===== config.mk =====
export PLATFORM = sky130hd
export DESIGN_NAME = sample_stream_ctrl
export DESIGN_NICKNAME = d
export VERILOG_FILES = /design/src/rtl/sample_stream_pkg.sv /design/src/rtl/sample_stream_ctrl_fill.sv /design/src/rtl/sample_stream_ctrl.sv
export SDC_FILE = /design/constraint.sdc
export NUM_CORES = 1
export LEC_CHECK = 0
export BUFFER_PORTS_ARGS = -buffer_cell sky130_fd_sc_hd__buf_2
export CAP_MARGIN = 20
export CELL_PAD_IN_SITES_DETAIL_PLACEMENT = 2
export CELL_PAD_IN_SITES_GLOBAL_PLACEMENT = 2
export CORE_MARGIN = 5
export CORE_UTILIZATION = 30
export CTS_CLUSTER_SIZE = 40
export DETAILED_ROUTE_END_ITERATION = 12
export PLACE_DENSITY_LB_ADDON = 0.1
export SETUP_SLACK_MARGIN = 0.05
export SYNTH_ARGS = -nofsm -noshare
export SYNTH_HDL_FRONTEND = slang
export SYNTH_SLANG_ARGS = --single-unit

===== constraint.sdc =====
create_clock -name clk -period 4.6 [get_ports clk]
set_input_delay 0.46 -clock clk [delete_from_list [all_inputs] [get_ports clk]]
set_output_delay 0.46 -clock clk [all_outputs]
set_load 0.005 [all_outputs]

===== src/rtl/sample_stream_pkg.sv =====
// Shared types and constants for the SD-to-playback sample streaming controller.
package sample_stream_pkg;

    localparam int unsigned BLOCK_BYTES       = 512;
    localparam int unsigned MAX_WORDS_PER_BLK = 171;
    localparam int unsigned UNDERRUN_W        = 16;

    typedef enum logic [2:0] {
        IDLE,
        FLUSH,
        REQ,
        XFER,
        WAIT,
        DRAIN
    } state_t;

endpackage


===== src/rtl/sample_stream_ctrl_fill.sv =====
// Byte-phase tracking, gap generation, committed-word fill count and tick/underrun
// bookkeeping for the 3-byte packing buffer.
module fill_tracker
    import sample_stream_pkg::*;
#(
    parameter int unsigned DEPTH = 512
) (
    input  logic                  clk,
    input  logic                  resetn,
    input  logic                  flush,
    input  logic                  byte_acc,
    input  logic                  sample_tick,
    output logic                  gap,
    output logic                  rd_slot,
    output logic [9:0]            fill_words,
    output logic [UNDERRUN_W-1:0] underrun_cnt
);

    logic [1:0] phase;
    logic       tick_pend;
    logic       inc;

    // Reads are suppressed during flush so no sample escapes an aborted run.
    assign rd_slot = tick_pend & (fill_words != '0) & ~flush;
    assign inc     = gap & (fill_words != 10'(DEPTH));

    always_ff @(posedge clk) begin
        if (!resetn || flush) begin
            phase        <= '0;
            gap          <= 1'b0;
            tick_pend    <= 1'b0;
            fill_words   <= '0;
            underrun_cnt <= '0;
        end else begin
            gap <= 1'b0;
            if (byte_acc) begin
                if (phase == 2'd2) begin
                    phase <= '0;
                    gap   <= 1'b1;
                end else begin
                    phase <= phase + 2'd1;
                end
            end

            if (sample_tick)
                tick_pend <= 1'b1;
            else if (rd_slot)
                tick_pend <= 1'b0;

            if (sample_tick && tick_pend && (underrun_cnt != '1))
                underrun_cnt <= underrun_cnt + UNDERRUN_W'(1);

            // The buffer commits its word during the gap cycle; count it at the end of that cycle.
            unique case ({inc, rd_slot})
                2'b10:   fill_words <= fill_words + 10'd1;
                2'b01:   fill_words <= fill_words - 10'd1;
                default: fill_words <= fill_words;
            endcase
        end
    end

endmodule


===== src/rtl/sample_stream_ctrl.sv =====
// Block-fetch sequencer between the SD block reader and the 24-bit sample packing
// buffer; owns buffer reset, write pacing and sample-rate read issue.
module sample_stream_ctrl #(
    parameter int unsigned BLOCK_BYTES = 512,
    parameter int unsigned DEPTH       = 512,
    parameter int unsigned LOW_WATER   = 320
) (
    input  logic                                 clk,
    input  logic                                 resetn,
    input  logic                                 start,
    input  logic                                 stop,
    input  logic [31:0]                          start_block,
    input  logic [31:0]                          num_blocks,
    input  logic                                 sample_tick,
    output logic                                 sd_rd_req,
    output logic [31:0]                          sd_rd_addr,
    input  logic                                 sd_rd_ack,
    input  logic                                 sd_byte_valid,
    input  logic [7:0]                           sd_byte,
    output logic                                 sd_byte_ready,
    input  logic                                 sd_rd_done,
    output logic                                 acc_resetn,
    output logic                                 acc_wr_en,
    output logic [7:0]                           acc_data,
    output logic                                 acc_rd,
    input  logic [23:0]                          acc_data_out,
    output logic                                 sample_valid,
    output logic [11:0]                          sample_hi,
    output logic [11:0]                          sample_lo,
    output logic                                 busy,
    output logic                                 done,
    output logic [sample_stream_pkg::UNDERRUN_W-1:0] underrun_cnt,
    output logic [9:0]                           fill_words
);

    import sample_stream_pkg::*;

    localparam int unsigned BC_W = $clog2(BLOCK_BYTES + 1);

    state_t          state;
    logic            aborting;
    logic [31:0]     base_blk;
    logic [31:0]     nblk;
    logic [31:0]     blk_idx;
    logic [BC_W-1:0] blk_bytes;
    logic            flush;
    logic            gap;
    logic            rd_slot;
    logic            rd_d1;
    logic            fill_low;
    logic            blk_room;

    assign flush      = (state == FLUSH);
    assign acc_resetn = resetn & ~flush;
    assign fill_low   = (fill_words <= 10'(LOW_WATER));
    // Never take more than one block's worth of bytes per request.
    assign blk_room   = (blk_bytes != BC_W'(BLOCK_BYTES));

    assign sd_byte_ready = (state == XFER) & ~gap & ~rd_slot & blk_room;
    assign acc_wr_en     = sd_byte_valid & sd_byte_ready;
    assign acc_data      = sd_byte;
    assign acc_rd        = rd_slot;

    fill_tracker #(
        .DEPTH(DEPTH)
    ) u_fill (
        .clk          (clk),
        .resetn       (resetn),
        .flush        (flush),
        .byte_acc     (acc_wr_en),
        .sample_tick  (sample_tick),
        .gap          (gap),
        .rd_slot      (rd_slot),
        .fill_words   (fill_words),
        .underrun_cnt (underrun_cnt)
    );

    always_ff @(posedge clk) begin
        if (!resetn) begin
            state      <= IDLE;
            aborting   <= 1'b0;
            base_blk   <= '0;
            nblk       <= '0;
            blk_idx    <= '0;
            blk_bytes  <= '0;
            sd_rd_req  <= 1'b0;
            sd_rd_addr <= '0;
            busy       <= 1'b0;
            done       <= 1'b0;
        end else begin
            done <= 1'b0;
            if (acc_wr_en)
                blk_bytes <= blk_bytes + BC_W'(1);

            if (stop && (state != IDLE)) begin
                state     <= FLUSH;
                aborting  <= 1'b1;
                sd_rd_req <= 1'b0;
            end else begin
                unique case (state)
                    IDLE: begin
                        if (start && !stop) begin
                            state    <= FLUSH;
                            aborting <= 1'b0;
                            base_blk <= start_block;
                            nblk     <= num_blocks;
                            blk_idx  <= '0;
                            busy     <= 1'b1;
                        end
                    end
                    FLUSH: begin
                        if (aborting) begin
                            state <= IDLE;
                            busy  <= 1'b0;
                        end else if (nblk == '0) begin
                            state <= DRAIN;
                        end else begin
                            state <= REQ;
                        end
                    end
                    // Request rises one cycle into REQ, with its address, and drops after the ack.
                    REQ: begin
                        if (!sd_rd_req) begin
                            sd_rd_req  <= 1'b1;
                            sd_rd_addr <= base_blk + blk_idx;
                        end else if (sd_rd_ack) begin
                            sd_rd_req <= 1'b0;
                            blk_bytes <= '0;
                            state     <= XFER;
                        end
                    end
                    XFER: begin
                        if (sd_rd_done) begin
                            blk_idx <= blk_idx + 32'd1;
                            if ((blk_idx + 32'd1) == nblk)
                                state <= DRAIN;
                            else if (fill_low)
                                state <= REQ;
                            else
                                state <= WAIT;
                        end
                    end
                    WAIT: begin
                        if (fill_low)
                            state <= REQ;
                    end
                    DRAIN: begin
                        if ((fill_words == '0) && !gap && !rd_slot && !rd_d1) begin
                            state <= IDLE;
                            busy  <= 1'b0;
                            done  <= 1'b1;
                        end
                    end
                    default: state <= IDLE;
                endcase
            end
        end
    end

    always_ff @(posedge clk) begin
        if (!resetn || flush) begin
            rd_d1        <= 1'b0;
            sample_valid <= 1'b0;
            sample_hi    <= '0;
            sample_lo    <= '0;
        end else begin
            rd_d1        <= rd_slot;
            sample_valid <= rd_d1;
            if (rd_d1) begin
                sample_hi <= acc_data_out[23:12];
                sample_lo <= acc_data_out[11:0];
            end
        end
    end

endmodule


# Word-level counts from Yosys, hierarchy flattened
# Index checks and enable logic that the tools add are counted.
# Widths: inputs -> output; s select.
# word_totals
regBits	201
latch_bits	0
ramBits	0
rom_bits	0
input_bits	104
out_inout_bits	98
elab_cells	138
n_memories	0
# op_classes
addsub	7
n_mul	0
n_div	0
n_lt_le_gt_ge	1
eq_ne	25
shift	0
mux	35
n_bitwise	16
n_reduce_logical	34
# op_table
op	n
$mux 32	2
$pmux 32 s2	1
$mux 10	5
$add 32x1->32 const B	1
$add 32x32->32	1
$eq 32x32->1	1
$logic_not 32->1	1
$mux 3	10
$add 10x1->10 const B	2
$ne 10x10->1 const B	2
$pmux 10 s2	1
$pmux 3 s6	1
$add 16x1->16 const B	1
$ne 16x16->1 const B	1
$ne 3x3->1 const B	5
$ne 2x2->1 const B	7
$mux 1	13
$reduce_and 6->1	2
$le 10x9->1 const B	1
$logic_not 10->1	1
$reduce_bool 10->1	1
$reduce_bool 2->1	5
$sub 10x1->10 const B	1
$and 1x1->1	8
other kinds (21)	44

# Depth between registers and ports, before layout
# Gate-level depths: netlist (run 1).
# logic_depth
depth_word	12
depth_mapped	16
mapped_depth_nobuf	15

# Cells and area by module
# A second synthesis (run 1) with hierarchy kept.
# unflattened
cells_unflattened	1407
hier_area_um2	11358.4
# by_module_without_submodules
mod	n_inst	cells_each	area_per_inst_um2	seq_area_each_um2
sample_stream_ctrl	1	1198	9590.4	3423.3
fill_tracker	1	209	1767.9	600.6

# Worst setup path after synthesis (run 1)
# OpenSTA, ideal clock, no wires.
# synth_path
path_type	register -> register
from	reg u_fill.fill_words[0]
to	reg u_fill.fill_words[9]
t_arrival_ps	3327
required_ps	4473
path_slack_ps	1146
path_stages_with_launch	16
n_path_buf	0
synth_period_minus_slack_ps	3454
cell_sequence	dfxtp_1 > nor4_1 > nand3_1 > o221ai_1 > inv_1 > ha_1 > ha_1 > a21o_1 > a21oi_1 > o21bai_1 > a21oi_1 > o21bai_1 > a211oi_1 > or2_2 > a21oi_1 > or3_1
# synth_between
elab_chain_cells	5
word_cells_on_any_way	11
classes_between	add/sub (2); eq/ne (3); mux (1); bitwise (3); reduce/logical (2)
# synth_lines
element	line_no	source
start: declaration	sample_stream_ctrl_fill.sv:15	output logic [9:0] fill_words,
start signal: assignment	sample_stream_ctrl_fill.sv:55	2'b10: fill_words <= fill_words + 10'd1;
start signal: assignment	sample_stream_ctrl_fill.sv:56	2'b01: fill_words <= fill_words - 10'd1;
start signal: assignment	sample_stream_ctrl_fill.sv:57	default: fill_words <= fill_words;
$reduce_bool 10->1 (*)	sample_stream_ctrl_fill.sv:24	assign rd_slot = tick_pend & (fill_words != '0) & ~flush;
$and 1x1->1 (*) (2 in a row)	sample_stream_ctrl_fill.sv:24	
net acc_rd	sample_stream_ctrl.sv:25	output logic acc_rd,
$eq 2x1->1 / $eq 2x2->1 (equally long branches)	sample_stream_ctrl_fill.sv:54	unique case ({inc, rd_slot})
$pmux 10 s2 / $reduce_bool 2->1 (equally long branches)	-	
# The timed path passes the listed nets; every way through them passes the cells marked *.
# A chain may end at the register's enable or synchronous reset.

# Worst setup path in the final report (run 1)
# layout_path
from	reg u_fill.fill_words[0]
to	reg u_fill.fill_words[9]
# layout_between
elab_chain_cells	5
word_cells_on_any_way	11
classes_between	add/sub (2); eq/ne (3); mux (1); bitwise (3); reduce/logical (2)
# layout_lines
element
parallel branches: the longest is 5 deep, another holds $sub 10x1->10
# Parallel ways; which one is timed is not known.

==> results.py, run 1 <==
metrics = {
    "placed_design": {
        "routabilityCongestion": 0.7989,
        "dp_cells": 1977,
        "port_buffers": 185,
        "hpwlAfterDp_mm": 28.72,
    },
    "detailed_routing": {
        "first_iter_violations": 397,
        "drt-total-wl_mm": 38.26,
        "drt.antenna.violating_nets": 0,
        "drc": 0,
        "viasPerCell": 5.209,
        "wl_per_cell_um": 18.94,
        "vias": 10520,
        "firstDrtPassIters": 6,
    },
    "run": {
        "cap_violations": 0,
    },
    "sta": {
        "finalCritPeriodShare_pct": 83.43,
        "drv_slew": 0,
        "period_minus_slack_ns": 3.838,
        "hold_violations": 0,
        "slew_headroom_pct": 32.80,
        "skew_ns": 0.01349,
        "setup_violations": 0,
        "tns_ns": 0,
        "rsz0062_at_grt": "false",
        "worst_pin_slew_ns": 1.008,
        "max_freq_mhz": 260.6,
    },
    "power": {
        "power_density_mw_per_mm2": 328.0,
        "ir_drop_v": 0.0002532,
        "p_leak_nw": 5.388,
    },
    "synthesis": {
        "syn_nets": 1550,
        "synth_area_mm2": 0.01089,
        "async_flop_share_pct": 0,
        "seq_area_frac_synth_pct": 36.94,
        "dominantRegCellSynth": "dfxtp_1",
        "netlist_instances": 1400,
        "synth_seq_cells": 201,
        "synth_edf_count": 0,
        "yosysWarnings": 0,
        "synth_area_per_cell_um2": 7.781,
        "ys_types": 64,
    },
    "grt": {
        "antenna_found_initial": 0,
        "grt_pass1_vias": 11440,
        "grt_max_degree": 96,
        "grt_pass1_wl_mm": 62.93,
        "gr-total-overflow": 0,
        "track_usage_pct": 18.62,
    },
    "floorplanning": {
        "pin_count": 202,
        "fp.dieW_um": 200.6,
        "die_y_um": 200.6,
        "fp-row-count": 69,
        "start_util_pct": 30.48,
        "core_area_mm2": 0.03574,
        "design.die.area_mm2": 0.04022,
    },
    "final_layout": {
        "areaGrowthSynthToFinish_pct": 20.45,
        "fin_nets": 1694,
        "instances_no_fill": 2020,
        "final_common_cell": "nand2_1",
        "diodes": 0,
        "layout-drive-gt1-share_pct": 16.61,
        "final_cell_mix": "243 x nand2_1, 201 x dfxtp_1, 185 x buf_2, 169 x a21oi_1, 131 x nor2_1",
    },
    "run_status": {
        "outcome": "finished, final reports clean",
    },
    "clocking": {
        "cts_tree": "done",
        "clockBufferDepth": 3,
        "hold_buffers": 0,
        "clock_sinks": 201,
        "cts_setup_buffers": 0,
        "h-tree-depth": 1,
        "insertion_delay_ns": 0.54,
        "cts_resized": 0,
        "clkSlewWorstSetupHoldPaths_ns": 0.06,
        "cts_root_buf": "clkbuf_16",
        "numCtsBuffers": 25,
    },
    "setup_path": {
        "worstRegToRegCells": 15,
        "endpoint_kind": "flop",
        "cp.arrival_ns": 4.26,
        "worstSetupPathType": "reg2reg",
        "worstSetupStartpointType": "flop",
        "critical_path_required_ns": 5.02,
        "crit_fanout": 5,
    },
    "min_path": {
        "holdPathStages": 3,
        "hold_path.class": "in2reg",
    },
}
## registers in the layout, summed over array words and instances, names as in the netlist, 10 cells and up
register,cells
sd_rd_addr,32
sample_lo,12
u_fill.underrun_cnt,16
u_fill.fill_words,10
blk_idx,32
nblk,32
blk_bytes,10
base_blk,32
sample_hi,12
## Yosys cell counts (9+ instances only)
cell | number | area share [%]
xor2_1 | 37 | 3.0
or3_1 | 15 | 0.86
xnor2_1 | 58 | 4.7
inv_1 | 33 | 1.1
nor3_1 | 35 | 1.6
and4_1 | 11 | 0.88
o21ai_0 | 41 | 1.9
a21o_1 | 18 | 1.2
buf_1 | 12 | 0.41
nand4_1 | 28 | 1.6
mux2i_1 | 32 | 2.9
nand3_1 | 37 | 1.7
clkbuf_1 | 59 | 2.0
o21bai_1 | 9 | 0.62
and3_1 | 16 | 0.92
nor2_1 | 131 | 4.5
a31oi_1 | 10 | 0.57
and2_1 | 10 | 0.57
nand2_1 | 244 | 8.4
a21oi_1 | 169 | 7.8
o21a_1 | 10 | 0.69
dfxtp_1 | 201 | 37
ha_1 | 44 | 5.1
nor4_1 | 23 | 1.3
## where the power goes
| group | internal [mW] | switching, mW |
|---|---|---|
| Sequential | 1.78 | 0.0456 |
| Combinational | 0.135 | 0.227 |
| Clock | 1.33 | 0.784 |
## stage by stage
stage	power [mW]	setup slack, ns	hold WS (ns)	cell area [µm²]	utilization (%)
global placement	2.221	0.8929	0.4378	12180	34.08
finish	4.303	0.7623	0.1554	13120	36.71
CTS	4.381	0.7417	0.1244	13090	36.63
detailed placement	2.232	0.7425	0.4467	12210	34.16
floorplan	2.083	1.146	0.4406	10890	-
global route	4.494	0.3574	0.1541	13120	36.71
## path summary, 6_finish.rpt
check / from / end / slack [ns]
max: u_fill.fill_words[0] / u_fill.fill_words[9] / 0.76
min: acc_data_out[1] / sample_lo[1] / 0.16
max reg2reg: u_fill.fill_words[0] / u_fill.fill_words[9] / 0.76
min reg2reg: sd_rd_addr[7] / sd_rd_addr[7] / 0.45
## layout make-up
class | count | area [µm²]
fill | 4197 | 22620
multi-input combinational | 1082 | 6426
sequential | 201 | 4024
timing repair buffer | 200 | 1079
clock buffer | 34 | 729.5
tap | 461 | 576.8
clock inverter | 8 | 155.1
inverter | 34 | 130.1
## per-layer routing
metal	vias up	share of wire (%)	global-route usage, %
met4	0	1.3	3.171
met2	161	45	30.39
met5	-	0	0
li1	5188	-	-
met1	5144	51	26.59
met3	30	3.4	2.730
## worst max-delay path, stage by stage (launching register included)
cell      delay [ns]
dfxtp_1         0.36
nor4_1          0.39
nand3_1         0.27
o221ai_1        0.34
inv_1           0.14
ha_1            0.30
ha_1            0.30
a21o_1          0.18
a21oi_1         0.24
o21bai_1        0.10
a21oi_1         0.23
o21bai_1        0.12
a211oi_1        0.23
or2_2           0.16
a21oi_1         0.04
or3_1           0.33
## cell families after synthesis
kind of cell	Yosys count	share of synthesized area [%]
mux	33	3.044
flops	201	36.94
fa+ha+maj	46	5.422
compound gates	313	17.03
simple gates	595	25.57
buf+inv	117	4.353
xor+xnor	95	7.638
Power figures use the tool's default switching activity.
==> run 2: changes to the inputs <==
==> constraint.sdc (replaced) <==
create_clock -name clk -period 3.8 [get_ports clk]
set_input_delay 0.38 -clock clk [delete_from_list [all_inputs] [get_ports clk]]
set_output_delay 0.38 -clock clk [all_outputs]
set_load 0.005 [all_outputs]
==> run 2 against run 1 <==
Compared with the run above:
- non-clock buffer count is 20 higher
- worst setup slack worse by 0.49 ns
- design area is 0.79% higher
- sequential power up 21%
- clock skew is 0.0023 ns higher
- register-to-register slack worse by 0.49 ns
- sequential share of layout area down 0.24 points
==> results.py, run 2 (same netlist as run 1, synthesis figures left out) <==
metrics = {
    "run_status": {
        "outcome": "finished, final reports clean",
    },
    "clocking": {
        "hold_buffers": 0,
        "clockBufferDepth": 3,
        "h-tree-depth": 1,
        "insertion_delay_ns": 0.54,
        "cts_setup_buffers": 0,
        "clkSlewWorstSetupHoldPaths_ns": 0.06,
        "clock_sinks": 201,
        "numCtsBuffers": 25,
        "cts_root_buf": "clkbuf_16",
        "cts_tree": "done",
    },
    "floorplanning": {
        "die_y_um": 200.6,
        "core_area_mm2": 0.03574,
        "pin_count": 202,
        "start_util_pct": 30.48,
        "design.die.area_mm2": 0.04022,
        "fp-row-count": 69,
        "fp.dieW_um": 200.6,
    },
    "final_layout": {
        "design_area_mm2": 0.01322,
        "fill_cells": 4211,
        "regArea_mm2": 0.004024,
        "layout-drive-gt1-share_pct": 18.20,
        "diodes": 0,
        "multi_input_area_mm2": 0.006450,
        "fin_nets": 1714,
        "areaGrowthSynthToFinish_pct": 21.40,
        "final_cell_mix": "243 x nand2_1, 201 x dfxtp_1, 185 x buf_2, 168 x a21oi_1, 131 x nor2_1",
        "final_common_cell": "nand2_1",
    },
    "power": {
        "ir_drop_v": 0.0002767,
        "power_mw": 5.044,
        "p_leak_nw": 5.457,
        "power_density_mw_per_mm2": 381.4,
    },
    "sta": {
        "slew_headroom_pct": 29.56,
        "worst_pin_slew_ns": 1.053,
        "setup_violations": 0,
        "max_freq_mhz": 283.5,
        "drv_slew": 0,
        "rsz0062_at_grt": "true",
        "skew_ns": 0.01577,
        "hold_violations": 0,
        "finalCritPeriodShare_pct": 92.83,
        "period_minus_slack_ns": 3.527,
    },
    "grt": {
        "grt_pass1_wl_mm": 63.58,
        "antenna_found_initial": 1,
        "track_usage_pct": 18.86,
        "grt_max_degree": 82,
        "gr-total-overflow": 0,
        "grt_pass1_vias": 11300,
    },
    "setup_path": {
        "r2r_slack_ns": 0.27,
        "cp.arrival_ns": 3.95,
        "worstSetupPathType": "reg2reg",
        "critical_path_required_ns": 4.22,
        "endpoint_kind": "flop",
        "worstRegToRegCells": 15,
        "worstSetupStartpointType": "flop",
        "crit_fanout": 12,
    },
    "run": {
        "cap_violations": 0,
    },
    "detailed_routing": {
        "first_iter_violations": 386,
        "vias": 10670,
        "drc": 0,
        "drt.antenna.violating_nets": 0,
        "viasPerCell": 5.221,
        "drt-total-wl_mm": 39.39,
        "wl_per_cell_um": 19.28,
        "firstDrtPassIters": 4,
    },
    "placed_design": {
        "routabilityCongestion": 0.8241,
        "port_buffers": 185,
        "hpwlAfterDp_mm": 29.24,
        "place_area_mm2": 0.01237,
    },
    "min_path": {
        "holdPathStages": 3,
        "hold_path.class": "in2reg",
    },
}
run 2: repair_timing:
item,in CTS,in global routing
resized for setup,2,4
endpoints found under the setup margin,1,4
pin swaps,0,1
run 2: critical path, stage by stage, from the launching register on:
cell      delay (ns)
dfxtp_1         0.36
nor4_4          0.35
nand3_2         0.19
o221ai_2        0.23
inv_1           0.09
ha_1            0.28
buf_4           0.21
ha_1            0.30
inv_1           0.07
o21bai_1        0.19
a21oi_2         0.10
o21bai_1        0.17
a211oi_1        0.09
or2_2           0.31
o21a_1          0.10
or3_1           0.35
run 2: per-layer routing:
layer / GRT usage [%] / vias up / wire length, µm
met5: 0 / - / 0
met4: 2.434 / 0 / 381
met3: 2.682 / 31 / 1393
met2: 30.18 / 162 / 17430
met1: 27.78 / 5254 / 20190
li1: - / 5219 / -
run 2: layout make-up:
class,count,area share (%)
multi-input cells,1082,48.77
flip-flops and latches,201,30.43
repair buffers,220,9.235
clock buffers,30,5.251
well taps,461,4.362
inverters,34,0.9840
clock inverters,15,0.9651
run 2: path summary, 6_finish.rpt:
| path | startpoint | endpoint |
|---|---|---|
| worst max-delay path | u_fill.fill_words[3] | u_fill.fill_words[9] |
| worst min register to register | sd_rd_addr[23] | sd_rd_addr[23] |
| worst max register to register | u_fill.fill_words[3] | u_fill.fill_words[9] |
| worst min-delay path | num_blocks[31] | nblk[31] |
run 2: per-stage QoR:
stage	utilization (%)	hold slack, ns	TNS (ns)	setup slack (ns)	instances
after floorplan	-	0.4406	0	0.3460	1400
after global placement	34.54	0.4404	0	0.2081	1997
after detailed placement	34.61	0.4476	-0.03135	-0.03135	1998
after CTS	36.95	0.05756	0	0.08540	2043
after global routing	37.00	0.06192	0	0.008078	2043
final	37.00	0.08337	0	0.2726	2043
run 2: where the power goes:
part	switching (mW)	internal [mW]	leakage (nW)
Combinational	0.283	0.166	3.44
Clock	1.01	1.38	0.396
Sequential	0.0515	2.16	1.63
